==> src/rtl/aes_enc_arbiter.sv <==
// Two-port round-robin front end for a single encryption core.
// Captures the granted job, pulses the core, waits for done (with a watchdog)
// and hands the ciphertext back to the owning port over a valid/ready channel.
//
// state  | meaning
// -------+----------------------------------------------------------
// IDLE   | no job; grant is combinational, one ready may assert
// LAUNCH | job registered; core_start high for this single cycle
// WAIT   | waiting for core_done; watchdog counts up from 0
// RESP   | result (or timeout error) presented to owner port
module aes_enc_arbiter #(
   parameter int TIMEOUT_CYCLES = 64,
   parameter int CNT_W          = 8
) (
   input  logic         clk,
   input  logic         reset,
   input  logic         req0_valid,
   output logic         req0_ready,
   input  logic [127:0] req0_plaintext,
   input  logic [127:0] req0_key,
   input  logic         req1_valid,
   output logic         req1_ready,
   input  logic [127:0] req1_plaintext,
   input  logic [127:0] req1_key,
   output logic         rsp0_valid,
   input  logic         rsp0_ready,
   output logic         rsp0_err,
   output logic         rsp1_valid,
   input  logic         rsp1_ready,
   output logic         rsp1_err,
   output logic [127:0] rsp_data,
   output logic         core_start,
   output logic [127:0] core_plaintext,
   output logic [127:0] core_key,
   input  logic         core_done,
   input  logic [127:0] core_ciphertext,
   output logic         busy
);

   typedef enum logic [1:0] {
      S_IDLE   = 2'd0,
      S_LAUNCH = 2'd1,
      S_WAIT   = 2'd2,
      S_RESP   = 2'd3
   } state_t;

   localparam logic [CNT_W-1:0] WDOG_LAST = CNT_W'(TIMEOUT_CYCLES - 1);

   state_t           state;
   state_t           state_nxt;
   logic             owner;
   logic             last_served;
   logic             err;
   logic [CNT_W-1:0] wdog;
   logic             grant;
   logic             grant_vld;
   logic             accept;
   logic             timeout;
   logic             rsp_hs;

   // Round-robin pick: a lone requester wins; on a tie the port not served last wins.
   always_comb begin
      grant     = 1'b0;
      grant_vld = req0_valid | req1_valid;
      if (req0_valid && req1_valid) begin
         grant = ~last_served;
      end else if (req1_valid) begin
         grant = 1'b1;
      end
   end

   // Ready is gated by reset so nothing looks accepted while the block is held in reset.
   assign req0_ready = reset && (state == S_IDLE) && grant_vld && !grant;
   assign req1_ready = reset && (state == S_IDLE) && grant_vld &&  grant;
   assign accept     = req0_ready | req1_ready;
   assign timeout    = (wdog == WDOG_LAST);
   assign rsp_hs     = (state == S_RESP) && (owner ? rsp1_ready : rsp0_ready);

   assign core_start = (state == S_LAUNCH);
   assign busy       = (state != S_IDLE);
   assign rsp0_valid = (state == S_RESP) && !owner;
   assign rsp1_valid = (state == S_RESP) &&  owner;
   assign rsp0_err   = rsp0_valid && err;
   assign rsp1_err   = rsp1_valid && err;

   // State register.
   always_ff @(posedge clk or negedge reset) begin
      if (!reset) begin
         state <= S_IDLE;
      end else begin
         state <= state_nxt;
      end
   end

   // Next-state logic; core_done only matters in WAIT, done wins over timeout.
   always_comb begin
      state_nxt = state;
      case (state)
         S_IDLE:   if (accept) state_nxt = S_LAUNCH;
         S_LAUNCH: state_nxt = S_WAIT;
         S_WAIT:   if (core_done || timeout) state_nxt = S_RESP;
         S_RESP:   if (rsp_hs) state_nxt = S_IDLE;
         default:  state_nxt = S_IDLE;
      endcase
   end

   // Job capture, result latch and watchdog.
   always_ff @(posedge clk or negedge reset) begin
      if (!reset) begin
         core_plaintext <= '0;
         core_key       <= '0;
         rsp_data       <= '0;
         owner          <= 1'b0;
         last_served    <= 1'b1;
         err            <= 1'b0;
         wdog           <= '0;
      end else begin
         if (accept) begin
            core_plaintext <= grant ? req1_plaintext : req0_plaintext;
            core_key       <= grant ? req1_key       : req0_key;
            owner          <= grant;
            last_served    <= grant;
         end
         if (state == S_WAIT) begin
            wdog <= wdog + 1'b1;
            if (core_done) begin
               rsp_data <= core_ciphertext;
               err      <= 1'b0;
            end else if (timeout) begin
               rsp_data <= '0;
               err      <= 1'b1;
            end
         end else begin
            wdog <= '0;
         end
      end
   end

endmodule

==> config.mk <==
export PLATFORM = sky130hd
export DESIGN_NAME = aes_enc_arbiter
export DESIGN_NICKNAME = d
export VERILOG_FILES = /design/src/rtl/aes_enc_arbiter.sv
export SDC_FILE = /design/constraint.sdc
export NUM_CORES = 1
export LEC_CHECK = 0
export ABC_CLOCK_PERIOD_IN_PS = 5400
export BUFFER_PORTS_ARGS = -buffer_cell sky130_fd_sc_hd__buf_4
export CAP_MARGIN = 20
export CORE_AREA = 5 5 396 398
export CTS_BUF_LIST = sky130_fd_sc_hd__clkbuf_16
export DETAILED_ROUTE_END_ITERATION = 8
export DIE_AREA = 0 0 401 403
export GPL_TIMING_DRIVEN = 1
export PLACE_DENSITY = 0.3
export SLEW_MARGIN = 5
export SYNTH_ARGS = -nofsm -noshare
export SYNTH_HDL_FRONTEND = slang
export SYNTH_SLANG_ARGS = --single-unit
==> constraint.sdc <==
create_clock -name clk -period 5.4 [get_ports clk]
set_input_delay 1.35 -clock clk [delete_from_list [all_inputs] [get_ports clk]]
set_output_delay 1.35 -clock clk [all_outputs]
set_load 0.02 [all_outputs]
# --- Word-level counts from Yosys, hierarchy flattened ---
# Cells that the tools add are included.
totals:
  ff_bits: 397
  out_inout_bits: 392
  word_cells: 51
op_classes:
  add_sub_neg: 1
  eq_ne: 7
  muxes: 14
  n_bitwise: 3
  n_reduce_logical: 18
op_table:
  columns: ["cell", "count"]
  rows:
  - ["2-to-1 mux 128 bit", 4]
  - ["logical AND 1 bit", 10]
  - ["adder 8 x 1 -> 8 bit, second input constant", 1]
  - ["== test 8 x 6 -> 1 bit, second input constant", 1]
  - ["2-to-1 mux 8 bit", 1]
  - ["one-hot mux 2 bit (4 select lines)", 1]
  - ["2-to-1 mux 2 bit", 3]
  - ["inequality test 2 bit, second input constant", 3]
  - ["2-to-1 mux 1 bit", 5]
  - ["== test 2 bit, second input constant", 2]
  - ["nonzero test 2 bit", 2]
  - ["AND reduction 3 bit", 1]
  - ["== test 2 x 1 -> 1 bit, second input constant", 1]
  - ["logical NOT 1 bit", 2]
  - ["logical NOT 2 bit", 1]
  - ["OR 1 bit", 2]
  - ["AND reduction 2 bit", 1]
  - ["logical OR 1 bit", 1]
  - ["inverter 1 bit", 1]

# --- Longest topological paths before layout ---
# Gate-level depths: netlist (run 1).
depth:
  depth_word: 7
  ltp_mapped: 8
  mapped_depth_nobuf: 6

# --- Least setup slack after synthesis (run 1) ---
# OpenSTA, ideal clock, no wires.
synth_timing:
  path_type: "in2out"
  startpoint: "input port reset"
  endpoint: "output port req1_ready"
  t_arrival_ns: 2.130
  slack_ns: 1.920
  cell_stages: 3
  path_buffers: 1
  path_cell_list: "nand3_1 a21oi_1 clkbuf_1"
synth_via:
  elab_chain_cells: 3
synth_lines:
  columns: ["item", "line", "text"]
  rows:
  - ["from (decl)", "16", "input logic reset,"]
  - ["logical AND 1 bit (3 in series)", "74", "assign req1_ready = reset && (state == S_IDLE) && grant_vld && grant;"]
  - ["to (decl)", "22", "output logic req1_ready,"]
# No other way between the ends.

# --- Worst setup path in the final report (run 1) ---
# Same ends and word-level chain as after synthesis.

==> summary.txt, run 1 <==
Global route
  • Pin count of the biggest net entering global routing: approximately 160
  • Global-route wire length before repair: 141 mm
  • M2 GR Usage: 0.217
  • Total congestion overflow: 0
  • M3 GR Usage: 0.0458
  • Total GRT Usage: 0.123
  • GR Util met1: 0.139
  • GRT busiest layer: met2
  • Initial antenna violation count: 39
  • Vias in the first global route: 16.0k

Detailed routing
  • DRT Wirelength: approximately 110 mm
  • DR pass1 iterations: 9
  • Vias/cell: 3.60
  • WL/cell: approximately 25 um
  • Iter 0 DRT Violations: 1885
  • DRC: 0
  • Vias: 15.5k
  • Post-route ant nets: 0

Critical path
  • Crit path launch: reset
  • Crit-path max FO: 38
  • Worst Setup Start Kind: primary input
  • Worst R2R Start: state[0]
  • CP Data Arrival Time: roughly 2.5 ns
  • WS Path Type: primary input to primary output
  • Worst EP required: 4.05 ns
  • Crit. End Element: primary output

Place
  • Placed instance count: about 4.2k
  • Placer Congestion: about 0.83
  • Port bufs: about 1.0k
  • Setup slack at placement: around 1.5 ns
  • Dpl hpwl: slightly above 80 mm

Worst hold path
  • Worst min path class: flip-flop to flip-flop
  • Hold_sp: rsp_data[103]

Timing
  • Max transition margin: 0.146
  • Setup slack after layout: around 1.6 ns
  • Fmax: roughly 0.26 GHz
  • Final setup violation count: 0
  • Slew of the pin with the lowest slew margin: about 1.3 ns
  • Fin crit share: 0.712
  • Final hold violations: 0
  • Fin Setup TNS: 0 ns
  • RSZ-0062 raised after global routing: false
  • Tmin final: 3.85 ns
  • Final setup skew: around 0.025 ns
  • Slew Limit Fails: 0

Clock network
  • Worst-skew pair later-pin latency: 0.66 ns
  • Clock-pin slew on the worst setup and hold paths: approximately 0.060 ns
  • CTS buffer count: 56
  • TritonCTS clock tree: yes
  • Resize count post-CTS: 0
  • Post-CTS Hold Buffers: 0
  • Max clock buf depth: 3
  • Post-CTS Setup Bufs: 0
  • Total clock sinks: about 400
  • Root Buffer Master: clkbuf_16
  • CTS HTree Levels: 2

Finish
  • Area growth, synth to finish: 75.3%
  • Commonest non-fill, non-tap cell in the layout: buf_4
  • Final nets: 2858
  • Area of the multi-input gates: roughly 0.0041 mm^2
  • Final core utilization: 0.179
  • Most frequent cells in the layout: buf_4 (1044), dfrtp_1 (396), inv_1 (273)
  • Fillers: 17.0k
  • Share of cells above drive strength 1: 0.504
  • Final std cells w/o fill: roughly 4.3k
  • Sequential cell area: around 0.0099 mm^2

Logic synthesis
  • Multiplexer share of the synthesized area: 0.000722
  • Xor and xnor area share after synthesis: 0.00281
  • Largest family of logic cells by synthesized area: compound AO/OA/AOI/OAI gates
  • Post-Syn Area: 0.0156 mm^2
  • Post-Syn Area per Cell: around 13 um^2
  • Post-synthesis cell type count: 35
  • Synth Area in Adders: 0.00481
  • Post-synthesis simple-gate area fraction: 0.0113
  • Seq cells post-synth: a little under 400
  • Synth Area in Compound Gates: 0.242
  • Ys flop type: dfrtp_1
  • Register area share after synthesis: 0.637
  • Ys async rst share: 1.00
  • Syn_nets: 1859
  • Yosys warnings: 0
  • Cells after Synth: 1206
  • Post-synth EDFFs: 0

Floorplanning
  • Number of core rows: approximately 140
  • Initial Util: 0.102
  • Core area: about 0.15 mm^2
  • Die W: approximately 400 um
  • # IOs: between 1k and 1.5k
  • Chip height: around 400 um
  • Die area: 0.162 mm^2

Outcome
  • Status: complete, no violations

Power
  • Worst vdd ir: approximately 240 uV
  • Leakage: roughly 0.014 uW
  • Cell area power density: ~580 mW/mm^2

Flow run
  • # Max-Cap Violations: 0
registers in the layout (all words and copies together) (netlist names):
register,flops
wdog,8
rsp_data,128
err,1
core_key,128
owner,1
state,2
last_served,1
core_plaintext,128
through the flow:
stage | instance area [um^2] | power, uW | hold slack [ns]
6_report | 27300 | 15900 | 0.503
2_1_floorplan | 15600 | 8730 | 0.469
4_1_cts | 27300 | 16300 | 0.508
3_5_place_dp | 25600 | 12500 | 0.492
5_1_grt | 27300 | 16800 | 0.514
3_3_place_gp | 25600 | 12600 | 0.489
Yosys cell counts (all sizes together), types with 2 or more instances:
library cell | number | area [um^2]
buf | 84 | 498
nor2b | 2 | 12.5
ha | 6 | 75.1
a22o | 128 | 1120
a21o | 2 | 15.0
o21ai | 2 | 10.0
xnor2 | 4 | 35.0
dfrtp | 396 | 9910
nand3 | 7 | 40.0
inv | 261 | 980
and3 | 2 | 12.5
a21oi | 3 | 15.0
and2 | 9 | 56.3
clkbuf | 29 | 109
a222oi | 256 | 2560
path summary, 6_finish.rpt:
kind                                           end  slack, ns  cells past startpoint
worst max-delay path                    req1_ready       1.55                      4
worst min register to register       rsp_data[103]       0.50                      1
worst max register to register  core_plaintext[11]       2.39                      8
min in group asynchronous             core_key[13]       0.61                      1
max in group asynchronous       core_plaintext[39]       2.61                      3
worst min-delay path                 rsp_data[103]       0.50                      1
worst max-delay path, stage by stage:
cell and delay (ns):
buf_8 0.25, nand3_1 0.18, a21oi_4 0.42, buf_4 0.27
routing by layer:
metal,wire (um),share of wire
met1,40400,0.38
met5,115,0.0011
met2,54400,0.51
met3,9250,0.087
met4,2130,0.020
power breakdown:
part           internal (uW)  switching [uW]  total (uW)
logic                   3160            4020        7180
registers               4310             878        5190
clock network           1970            1560        3540
cell type report:
class	count	share of cell area
Clock inverter	43	0.0108
Timing Repair Buffer	1054	0.294
Multi-Input combinational cell	435	0.150
Tap cell	2044	0.0935
Inverter	261	0.0358
Sequential cell	397	0.363
Clock buffer	56	0.0513
Antenna cell	12	0.00110
logic make-up after synthesis:
kind of cell | Yosys count
XOR/XNOR | 5
multiplexers | 1
adder cells (fa/ha/maj) | 6
AND/OR/NAND/NOR | 27
flip-flops | 397
AO/OA/AOI/OAI | 396
buffers and inverters | 374
(Power assumes the default switching activity.)
==> run 2, diff against run 1 <==
--- a/config.mk
+++ b/config.mk
@@ -5,13 +5,13 @@
 export SDC_FILE = /design/constraint.sdc
 export NUM_CORES = 1
 export LEC_CHECK = 0
-export ABC_CLOCK_PERIOD_IN_PS = 5400
+export ABC_CLOCK_PERIOD_IN_PS = 3400
 export BUFFER_PORTS_ARGS = -buffer_cell sky130_fd_sc_hd__buf_4
 export CAP_MARGIN = 20
-export CORE_AREA = 5 5 396 398
+export CORE_AREA = 5 5 406 408
 export CTS_BUF_LIST = sky130_fd_sc_hd__clkbuf_16
 export DETAILED_ROUTE_END_ITERATION = 8
-export DIE_AREA = 0 0 401 403
+export DIE_AREA = 0 0 411 413
 export GPL_TIMING_DRIVEN = 1
 export PLACE_DENSITY = 0.3
 export SLEW_MARGIN = 5
==> constraint.sdc (replaced) <==
create_clock -name clk -period 3.4 [get_ports clk]
set_input_delay 0.85 -clock clk [delete_from_list [all_inputs] [get_ports clk]]
set_output_delay 0.85 -clock clk [all_outputs]
set_load 0.02 [all_outputs]
==> summary.txt, run 2 (synthesis results as in run 1) <==
Timing
  • RSZ-0062 raised after global routing: false
  • Final setup skew: around 0.042 ns
  • Final hold violations: 0
  • Final setup violation count: 0
  • Slew of the pin with the lowest slew margin: a little under 0.9 ns
  • Tmin final: 3.14 ns
  • Fin Setup TNS: 0 ns
  • Fin crit share: 0.924
  • Slew Limit Fails: 0
  • Fmax: roughly 0.32 GHz
  • Setup slack after layout: between 0.2 and 0.3 ns
  • Max transition margin: 0.420

Power
  • Combinational share of power: 0.456
  • Total internal power: ~15000 uW
  • Clock power share: 0.225
  • Sw frac: 0.417
  • Worst vdd ir: around 390 uV
  • Net Switching: roughly 11000 uW
  • Cell area power density: about 940 mW/mm^2
  • Leakage: 0.0142 uW
  • Sequential power share: 0.320

Finish
  • Top flop regs: core_key: 128 flops, core_plaintext: 128 flops, rsp_data: 128 flops
  • Area growth, synth to finish: 78.6%
  • Final nets: a little under 3k
  • Most frequent cells in the layout: buf_4 (1056), dfrtp_1 (396), inv_1 (273)
  • Commonest non-fill, non-tap cell in the layout: buf_4
  • Share of cells above drive strength 1: 0.510

Global route
  • M3 GR Usage: 0.0621
  • GRT busiest layer: met2
  • Initial antenna violation count: 63
  • Global-route wire length before repair: between 150 and 200 mm
  • Vias in the first global route: ~16k
  • GR Util met1: 0.142
  • Pin count of the biggest net entering global routing: about 130
  • M2 GR Usage: 0.240
  • Total GRT Usage: 0.133
  • Total congestion overflow: 0

Clock network
  • Worst-skew pair later-pin latency: ~0.67 ns
  • CTS buffer count: 57
  • CTS HTree Levels: 2
  • TritonCTS clock tree: yes
  • Root Buffer Master: clkbuf_16
  • Max clock buf depth: 3
  • Clock-pin slew on the worst setup and hold paths: roughly 0.060 ns
  • Total clock sinks: ~400

Place
  • Dpl hpwl: about 96 mm
  • Placer Congestion: 0.835
  • Setup slack at placement: 0.800 ns
  • Port bufs: about 1.0k

Outcome
  • Failing checks: design-rule violations
  • Status: finished with violations

Critical path
  • Worst EP required: roughly 2.6 ns
  • Crit-path max FO: 7
  • Crit. End Element: primary output
  • Worst R2R Start: state[1]
  • R2R depth: 8
  • CP Data Arrival Time: between 2 and 2.5 ns
  • WS Path Type: primary input to primary output
  • Worst Setup Start Kind: primary input
  • Crit path launch: reset

Floorplanning
  • Initial Util: 0.0967
  • Chip height: around 410 um
  • Die area: around 0.17 mm^2
  • # IOs: between 1k and 1.5k
  • Die W: 411 um
  • Core area: around 0.16 mm^2
  • Number of core rows: 148

Detailed routing
  • DRT Wirelength: around 120 mm
  • Vias: 15.8k
  • Post-route ant nets: 0
  • Vias/cell: approximately 3.5
  • Iter 0 DRT Violations: 1929
  • DRC: 10
  • WL/cell: 27.1 um
  • DR pass1 iterations: 9

Worst hold path
  • Worst min path class: primary input to flip-flop
  • Hold depth: 3
  • Hold_sp: req1_key[94]

Flow run
  • # Max-Cap Violations: 0
-- run 2: cell types whose count changed in the layout (fill, tap and decap cells not counted) --
cell,delta
buf_4,+12
buf_12,+9
diode_2,+4
clkinv_1,-3
clkinv_2,+3
bufinv_16,+1
clkbuf_16,+1
clkinv_4,+1
clkinvlp_4,+1
dlygate4sd3_1,+1
inv_16,-1
inv_6,+1
-- run 2: through the flow --
step | util | total power [uW] | std cells | cell area (um^2) | hold slack [ns]
after floorplan | - | 13900 | 1206 | 15600 | 0.469
after global placement | 0.162 | 20700 | 4343 | 26100 | 0.490
after detailed placement | 0.162 | 20600 | 4343 | 26100 | 0.493
after CTS | 0.172 | 26800 | 4447 | 27800 | 0.304
final | 0.173 | 26100 | 4463 | 27900 | 0.388
after global routing | 0.173 | 27600 | 4452 | 27800 | 0.338
-- run 2: final timing paths --
path                                      end  slack (ns)
max in group asynchronous  core_plaintext[78]        1.28
hold / removal                   core_key[94]        0.39
setup / recovery                   req0_ready        0.26
min in group asynchronous  core_plaintext[98]        0.61
setup reg to reg           core_plaintext[41]        0.90
hold reg to reg                  rsp_data[41]        0.50
-- run 2: layout make-up --
| class | instances | area, um^2 |
|---|---|---|
| antenna | 16 | 40.0 |
| clock buffer | 57 | 1430 |
| clock inverter | 46 | 333 |
| fill | 18000 | 133000 |
| inverter | 261 | 980 |
| multi-input combinational | 435 | 4110 |
| sequential | 397 | 9940 |
| tap | 2175 | 2720 |
| timing repair buffer | 1076 | 8310 |
-- run 2: power by group through the flow --
stage	registers (uW)	clock network, uW	logic [uW]
after detailed placement	8370	0	12200
after floorplan	10500	0	3350
after global routing	8560	6350	12700
after CTS	8360	6220	12200
after global placement	8430	0	12200
final	8350	5860	11900
-- run 2: timing repair --
action                                 4_1_cts  5_1_grt
endpoints found under the hold margin        1        0
hold buffers                                 1        0
gates resized for setup                      0        0
setup buffers                                0        0
-- run 2: critical path: stages --
cell and delay (ns):
dlygate4sd3_1 0.58, buf_8 0.15, nand3_1 0.13, a21oi_4 0.34
buf_4 0.22
-- run 2: metal layers --
layer	vias to the layer above	part of all wire
met5	-	0.0010
met2	832	0.52
met4	18	0.020
li1	6732	-
met3	159	0.11
met1	8018	0.36
